<file path="src/rtl/spi_ctrl_pkg.sv">
// Shared types and constants for the SPI master sequencer.
// Optional build macro: SPI_MASTER_LOOPBACK_EN (adds a loopback input port to spi_master_ctrl).
package spi_ctrl_pkg;

  localparam int DATA_W       = 8;
  localparam int DEF_CLK_DIV  = 4;
  localparam int DEF_CS_SETUP = 2;
  localparam int DEF_CS_HOLD  = 2;
  localparam int TMR_W        = 8;

  typedef enum logic [2:0] {
    IDLE   = 3'd0,
    SETUP  = 3'd1,
    SCK_LO = 3'd2,
    SCK_HI = 3'd3,
    HOLD   = 3'd4,
    DONE   = 3'd5
  } state_e;

  // States in which a transfer owns the bus (CS asserted unless in loopback).
  function automatic logic in_transfer(state_e s);
    return (s == SETUP) || (s == SCK_LO) || (s == SCK_HI) || (s == HOLD);
  endfunction

endpackage

</file>
<file path="src/rtl/spi_phase_timer.sv">
// Loadable down-counter that times each sequencer phase.
// expire_o pulses in the last cycle of a phase loaded with N (N cycles long).
module spi_phase_timer
  import spi_ctrl_pkg::*;
#(
  parameter int W = TMR_W
) (
  input  logic         clk,
  input  logic         reset,
  input  logic         load_i,
  input  logic [W-1:0] load_val_i,
  output logic         expire_o
);

  logic [W-1:0] count_q;
  logic [W-1:0] count_d;

  always_comb begin
    count_d = count_q;
    if (load_i) begin
      count_d = load_val_i;
    end else if (count_q != '0) begin
      count_d = count_q - W'(1);
    end
  end

  always_ff @(posedge clk) begin
    if (reset) begin
      count_q <= '0;
    end else begin
      count_q <= count_d;
    end
  end

  assign expire_o = (count_q == W'(1));

endmodule

</file>
<file path="src/rtl/spi_master_ctrl.sv">
// SPI mode-0 master sequencer: one 8-bit MSB-first transfer per accepted command.
// Optional build macro: SPI_MASTER_LOOPBACK_EN (internal MOSI->MISO loopback with CS held high).
//
// Handshake: a command is accepted on a rising clk edge where cmd_valid && cmd_ready;
// cmd_ready is high only in IDLE, commands offered while busy are dropped, and
// rsp_valid is a single-cycle pulse with rsp_rdata held until the next pulse.
module spi_master_ctrl
  import spi_ctrl_pkg::*;
#(
  parameter int CLK_DIV  = DEF_CLK_DIV,
  parameter int CS_SETUP = DEF_CS_SETUP,
  parameter int CS_HOLD  = DEF_CS_HOLD
) (
  input  logic              clk,
  input  logic              reset,
  input  logic              cmd_valid,
  output logic              cmd_ready,
  input  logic [DATA_W-1:0] cmd_wdata,
  input  logic              cmd_wr,
  input  logic              cmd_rd,
  output logic              rsp_valid,
  output logic [DATA_W-1:0] rsp_rdata,
  output logic              busy,
  output logic              SCLK,
  output logic              CS,
  output logic              MOSI,
  input  logic              MISO,
  output logic              wr_en,
  output logic              rd_en,
`ifdef SPI_MASTER_LOOPBACK_EN
  input  logic              loopback,
`endif
  output state_e            dbg_state
);

  state_e state_q, state_d;

  logic [DATA_W-1:0] tx_sr_q, tx_sr_d;
  logic [DATA_W-1:0] rx_sr_q, rx_sr_d;
  logic [DATA_W-1:0] rdata_q, rdata_d;
  logic [2:0]        bit_cnt_q, bit_cnt_d;
  logic              wr_en_q, wr_en_d;
  logic              rd_en_q, rd_en_d;
  logic              lb_q, lb_d;
  logic              sclk_q, sclk_d;
  logic              cs_q, cs_d;
  logic              mosi_q, mosi_d;

  logic              tmr_load;
  logic [TMR_W-1:0]  tmr_val;
  logic              tmr_exp;

  logic              loopback_in;
  logic              miso_bit;
  logic              sample_bit;

`ifdef SPI_MASTER_LOOPBACK_EN
  assign loopback_in = loopback;
`else
  assign loopback_in = 1'b0;
`endif

  // A floating MISO (slave not reading) must shift in as 0, never X/Z.
  assign miso_bit   = (MISO === 1'b1);
  assign sample_bit = lb_q ? mosi_q : miso_bit;

  spi_phase_timer #(
    .W(TMR_W)
  ) u_timer (
    .clk       (clk),
    .reset     (reset),
    .load_i    (tmr_load),
    .load_val_i(tmr_val),
    .expire_o  (tmr_exp)
  );

  always_ff @(posedge clk) begin
    if (reset) begin
      state_q <= IDLE;
    end else begin
      state_q <= state_d;
    end
  end

  always_comb begin
    state_d = state_q;
    unique case (state_q)
      IDLE:    if (cmd_valid) state_d = SETUP;
      SETUP:   if (tmr_exp) state_d = SCK_LO;
      SCK_LO:  if (tmr_exp) state_d = SCK_HI;
      SCK_HI:  if (tmr_exp) state_d = (bit_cnt_q == 3'd7) ? HOLD : SCK_LO;
      HOLD:    if (tmr_exp) state_d = DONE;
      DONE:    state_d = IDLE;
      default: state_d = IDLE;
    endcase
  end

  always_comb begin
    cmd_ready = (state_q == IDLE) && !reset;
    busy      = (state_q != IDLE);
    rsp_valid = (state_q == DONE);
    tmr_load  = (state_d != state_q);
    tmr_val   = '0;
    case (state_d)
      SETUP:          tmr_val = TMR_W'(CS_SETUP);
      SCK_LO, SCK_HI: tmr_val = TMR_W'(CLK_DIV);
      HOLD:           tmr_val = TMR_W'(CS_HOLD);
      default:        tmr_val = '0;
    endcase
  end

  // Pin registers are computed from the next state so SCLK/CS/MOSI leave flops in step with the FSM.
  always_comb begin
    tx_sr_d   = tx_sr_q;
    rx_sr_d   = rx_sr_q;
    rdata_d   = rdata_q;
    bit_cnt_d = bit_cnt_q;
    wr_en_d   = wr_en_q;
    rd_en_d   = rd_en_q;
    lb_d      = lb_q;

    if (state_q == IDLE && cmd_valid) begin
      tx_sr_d   = cmd_wdata;
      bit_cnt_d = 3'd0;
      wr_en_d   = cmd_wr;
      rd_en_d   = cmd_rd;
      lb_d      = loopback_in;
    end
    if (state_q == SCK_LO && state_d == SCK_HI) begin
      rx_sr_d = {rx_sr_q[DATA_W-2:0], sample_bit};
    end
    if (state_q == SCK_HI && state_d == SCK_LO) begin
      tx_sr_d   = {tx_sr_q[DATA_W-2:0], 1'b0};
      bit_cnt_d = bit_cnt_q + 3'd1;
    end
    if (state_q == HOLD && state_d == DONE) begin
      rdata_d = rx_sr_q;
    end
    if (state_q == DONE) begin
      wr_en_d = 1'b0;
      rd_en_d = 1'b0;
    end

    cs_d   = !(in_transfer(state_d) && !lb_d);
    sclk_d = (state_d == SCK_HI);
    mosi_d = in_transfer(state_d) ? tx_sr_d[DATA_W-1] : 1'b0;
  end

  always_ff @(posedge clk) begin
    if (reset) begin
      tx_sr_q   <= '0;
      rx_sr_q   <= '0;
      rdata_q   <= '0;
      bit_cnt_q <= 3'd0;
      wr_en_q   <= 1'b0;
      rd_en_q   <= 1'b0;
      lb_q      <= 1'b0;
      sclk_q    <= 1'b0;
      cs_q      <= 1'b1;
      mosi_q    <= 1'b0;
    end else begin
      tx_sr_q   <= tx_sr_d;
      rx_sr_q   <= rx_sr_d;
      rdata_q   <= rdata_d;
      bit_cnt_q <= bit_cnt_d;
      wr_en_q   <= wr_en_d;
      rd_en_q   <= rd_en_d;
      lb_q      <= lb_d;
      sclk_q    <= sclk_d;
      cs_q      <= cs_d;
      mosi_q    <= mosi_d;
    end
  end

  assign SCLK      = sclk_q;
  assign CS        = cs_q;
  assign MOSI      = mosi_q;
  assign wr_en     = wr_en_q;
  assign rd_en     = rd_en_q;
  assign rsp_rdata = rdata_q;
  assign dbg_state = state_q;

endmodule

</file>
<file path="config.mk">
export PLATFORM = sky130hd
export DESIGN_NAME = spi_master_ctrl
export DESIGN_NICKNAME = d
export VERILOG_FILES = /design/src/rtl/spi_ctrl_pkg.sv /design/src/rtl/spi_phase_timer.sv /design/src/rtl/spi_master_ctrl.sv
export SDC_FILE = /design/constraint.sdc
export NUM_CORES = 1
export LEC_CHECK = 0
export CAP_MARGIN = 20
export CORE_MARGIN = 4
export CORE_UTILIZATION = 52
export DETAILED_ROUTE_END_ITERATION = 12
export GPL_ROUTABILITY_DRIVEN = 0
export GPL_TIMING_DRIVEN = 0
export PLACE_DENSITY = 0.78
export SKIP_LAST_GASP = 1
export SYNTH_ARGS = -nofsm -noshare
export SYNTH_HDL_FRONTEND = slang
export SYNTH_SLANG_ARGS = --single-unit
</file>
<file path="constraint.sdc">
create_clock -name clk -period 2.3 [get_ports clk]
set_input_delay 0.23 -clock clk [delete_from_list [all_inputs] [get_ports clk]]
set_output_delay 0.23 -clock clk [all_outputs]
set_load 0.01 [all_outputs]
</file>
==> qor.yml <==
global_route:
  grt_pass1_vias: 1491
  antenna_found_initial: 0
  overflow: 0
  grt_pass1_wl_mm: 6.796
  grtUsageTotal: 0.1712
  grt_start_max_net_pins: 14
cells_and_area:
  fin_cells: 300
  mostFrequentLayoutCells: "dfxtp_1, nor2_1, clkdlybuf4s50_1"
  fin_nets: 269
  register_area_um2: 880.8
  final_area_um2: 2435
  multiInputGateArea_um2: 1010
  final_common_cell: "dfxtp_1"
  n_antenna_cell: 0
  drive_gt1_frac: 0.1151
  fill_cells: 305
  syn_to_final_growth_pct: 24.50
detailed_routing:
  wl_mm: 3.828
  firstDrtPassIters: 4
  wl_per_cell_um: 12.76
  detail-route-antenna-nets: 0
  route.detailed.drc: 0
  vias_per_cell: 5.347
  vias: 1604
  drtIter0Drc: 118
sta:
  timing.final.crit_share: 0.9118
  period_minus_slack_ns: 2.097
  fmaxAchievable_mhz: 476.9
  finalHoldWorstSlack_ns: 0.4545
  skew_ns: 0.004498
  finalSetupViolations: 0
  slew_violations: 0
  worst_slack_ns: 0.2030
  rsz0062_at_grt: "false"
  finalHoldViolations: 0
  tightest_slew_ns: 0.5691
  max_slew_margin: 0.6178
setup_path:
  critPathLaunch: "dbg_state[0]"
  rr_worst_depth: 5
  critical_path.startpoint_type: "flop"
  slowest_stage: "clkdlybuf4s50_1"
  critPathKind: "reg -> out"
  path_buf_inv: 2
  crit_family: "buffers and inverters"
  r2r_slack_ns: 0.28
  timing.rr.start: "dbg_state[0]"
  crit_chain: "buf_1, nand2_1, nor2_1, clkdlybuf4s50_1"
  slowest_delay_ns: 0.55
  crit_end: "rsp_valid"
  crit_cells: 4
  reg2reg_to: "tx_sr_q[4]"
  worst_ep_arrival_time_ns: 1.87
  cp.required_ns: 2.07
  critPathCaptureType: "output pin"
  path_max_fanout: 10
power_and_ir_drop:
  ir_drop_mv: 0.5187
  p_clk_frac: 0.229
  powerDensity_nw_per_um2: 894.2
  switchingPower_mw: 0.7488
  leakage_nw: 0.9820
  p_int_mw: 1.429
  seqPwrFrac: 0.429
  sw_frac_of_total: 0.3439
  combPwrFrac: 0.342
place:
  port_buffers: 32
  place.detailed.hpwl_mm: 2.782
  dpl.cell_count: 292
  dpl_cell_area_um2: 2336
  pre_cts_ws_ns: -0.07264
yosys:
  synth_ff_type: "dfxtp_1"
  syn_nets: 230
  syn_area_um2: 1956
  ys_types: 40
  ys_ff_latch: 44
  async_flop_share: 0
  postSynthAreaPerCell_um2: 9.225
  synth_cells: 212
  synth-edff-count: 0
  yosysSeqAreaShare: 0.4504
  synth_warnings: 0
cts:
  tritoncts: "built"
  clkLatencyLatePin_ns: 0.30
  cts_sinks: 44
  cts.path.max_buffers: 2
  cts_hold_buf: 0
  cts.clk_slew.worst_paths_ns: 0.08
  cts_buffers: 5
  postCtsSetupBuffers: 0
  cts_root_buffer: "clkbuf_8"
  cts_max_level: 2
floorplan:
  dieArea_um2: 4806
  die_w_um: 69.33
  start_util: 0.5342
  pin_count: 33
  dieHeight_um: 69.33
  core-area_um2: 3661
  rows: 22
job:
  drv_cap: 0
worst_hold_path:
  min_from: "wr_en"
  min-delay-path-class: "reg -> reg"
status:
  status: "complete, no violations"
how the worst min path moves through the flow:
stage	endpoint	cells after the start
4_1_cts	wr_en	2
2_1_floorplan	rd_en	2
3_5_place_dp	wr_en	2
6_report	wr_en	2
3_3_place_gp	wr_en	2
5_1_grt	wr_en	2
layer usage:
metal  vias up  GRT usage  share of wire
met5         -          0              0
met4         0    0.06941          0.020
met3         7    0.05362          0.054
met2        40     0.2627           0.46
met1       743     0.2225           0.46
li1        814          -              -
registers in the layout, indices dropped and copies added, names as in the netlist:
name / count
CS: 1
MOSI: 1
SCLK: 1
bit_cnt_q: 3
dbg_state: 3
lb_q: 1
rd_en: 1
rsp_rdata: 8
rx_sr_q: 8
tx_sr_q: 8
u_timer.count_q: 8
wr_en: 1
cell usage after synthesis (3+ instances only):
cell type  count  area, µm²
dfxtp_1       44      880.8
nor2_1        38      142.6
mux2i_1       24      240.2
nand2_1       13      48.80
a21oi_1       12      60.06
nand3_1        9      45.04
a211oi_1       7      52.55
nor3_1         7      35.03
clkbuf_1       6      22.52
ha_1           4      50.05
buf_2          3      15.01
inv_1          3      11.26
nor2b_1        3      18.77
or2_2          3      18.77
worst reg2reg max path, delay by kind of cell, from the launching register on:
| family | cells | cell delay (ns) |
|---|---|---|
| simple gates | 2 | 0.56 |
| flops | 1 | 0.42 |
| compound gates | 1 | 0.27 |
| buf+inv | 2 | 0.68 |
what timing repair did:
action	in CTS	in global routing
hold endpoints to repair	0	0
setup endpoints to repair	1	1
pin swaps	0	0
gates resized for setup	1	2
kinds of logic (layout without fill, tap and decap cells):
logic type / Yosys count / after routing / share of synthesized area
buffers and inverters: 15 / 55 / 0.03455
AOI/OAI and AO/OA: 28 / 28 / 0.09852
and+or+nand+nor: 92 / 92 / 0.2444
adders and majority gates: 4 / 4 / 0.02559
muxes: 25 / 25 / 0.1286
xor gates and xnor gates: 4 / 4 / 0.01792
DFF: 44 / 44 / 0.4504
through the flow:
stage	util	setup TNS [ns]	total power, mW
after CTS	0.6640	0	2.188
after floorplan	-	0	1.516
final	0.6651	0	2.177
after global placement	0.6381	-0.06506	1.685
after detailed placement	0.6381	-0.07264	1.692
after global routing	0.6651	0	2.319
area by class of cell:
class                           instances  area share
Sequential cell                        44      0.3618
Multi-Input combinational cell        153      0.4147
Inverter                                3    0.004625
Timing Repair Buffer                   32      0.1316
Clock buffer                            7     0.03546
Tap cell                               48     0.02467
Clock inverter                          1    0.003083
Buffer                                 12     0.02415
power groups by stage:
stage	Sequential (mW)	Clock, mW	Combinational, mW
global route	0.949	0.552	0.818
floorplan	0.940	0	0.576
detailed placement	0.952	0	0.740
finish	0.933	0.499	0.745
CTS	0.934	0.512	0.742
global placement	0.950	0	0.734
No activity file was read; power rests on OpenSTA's default activity.
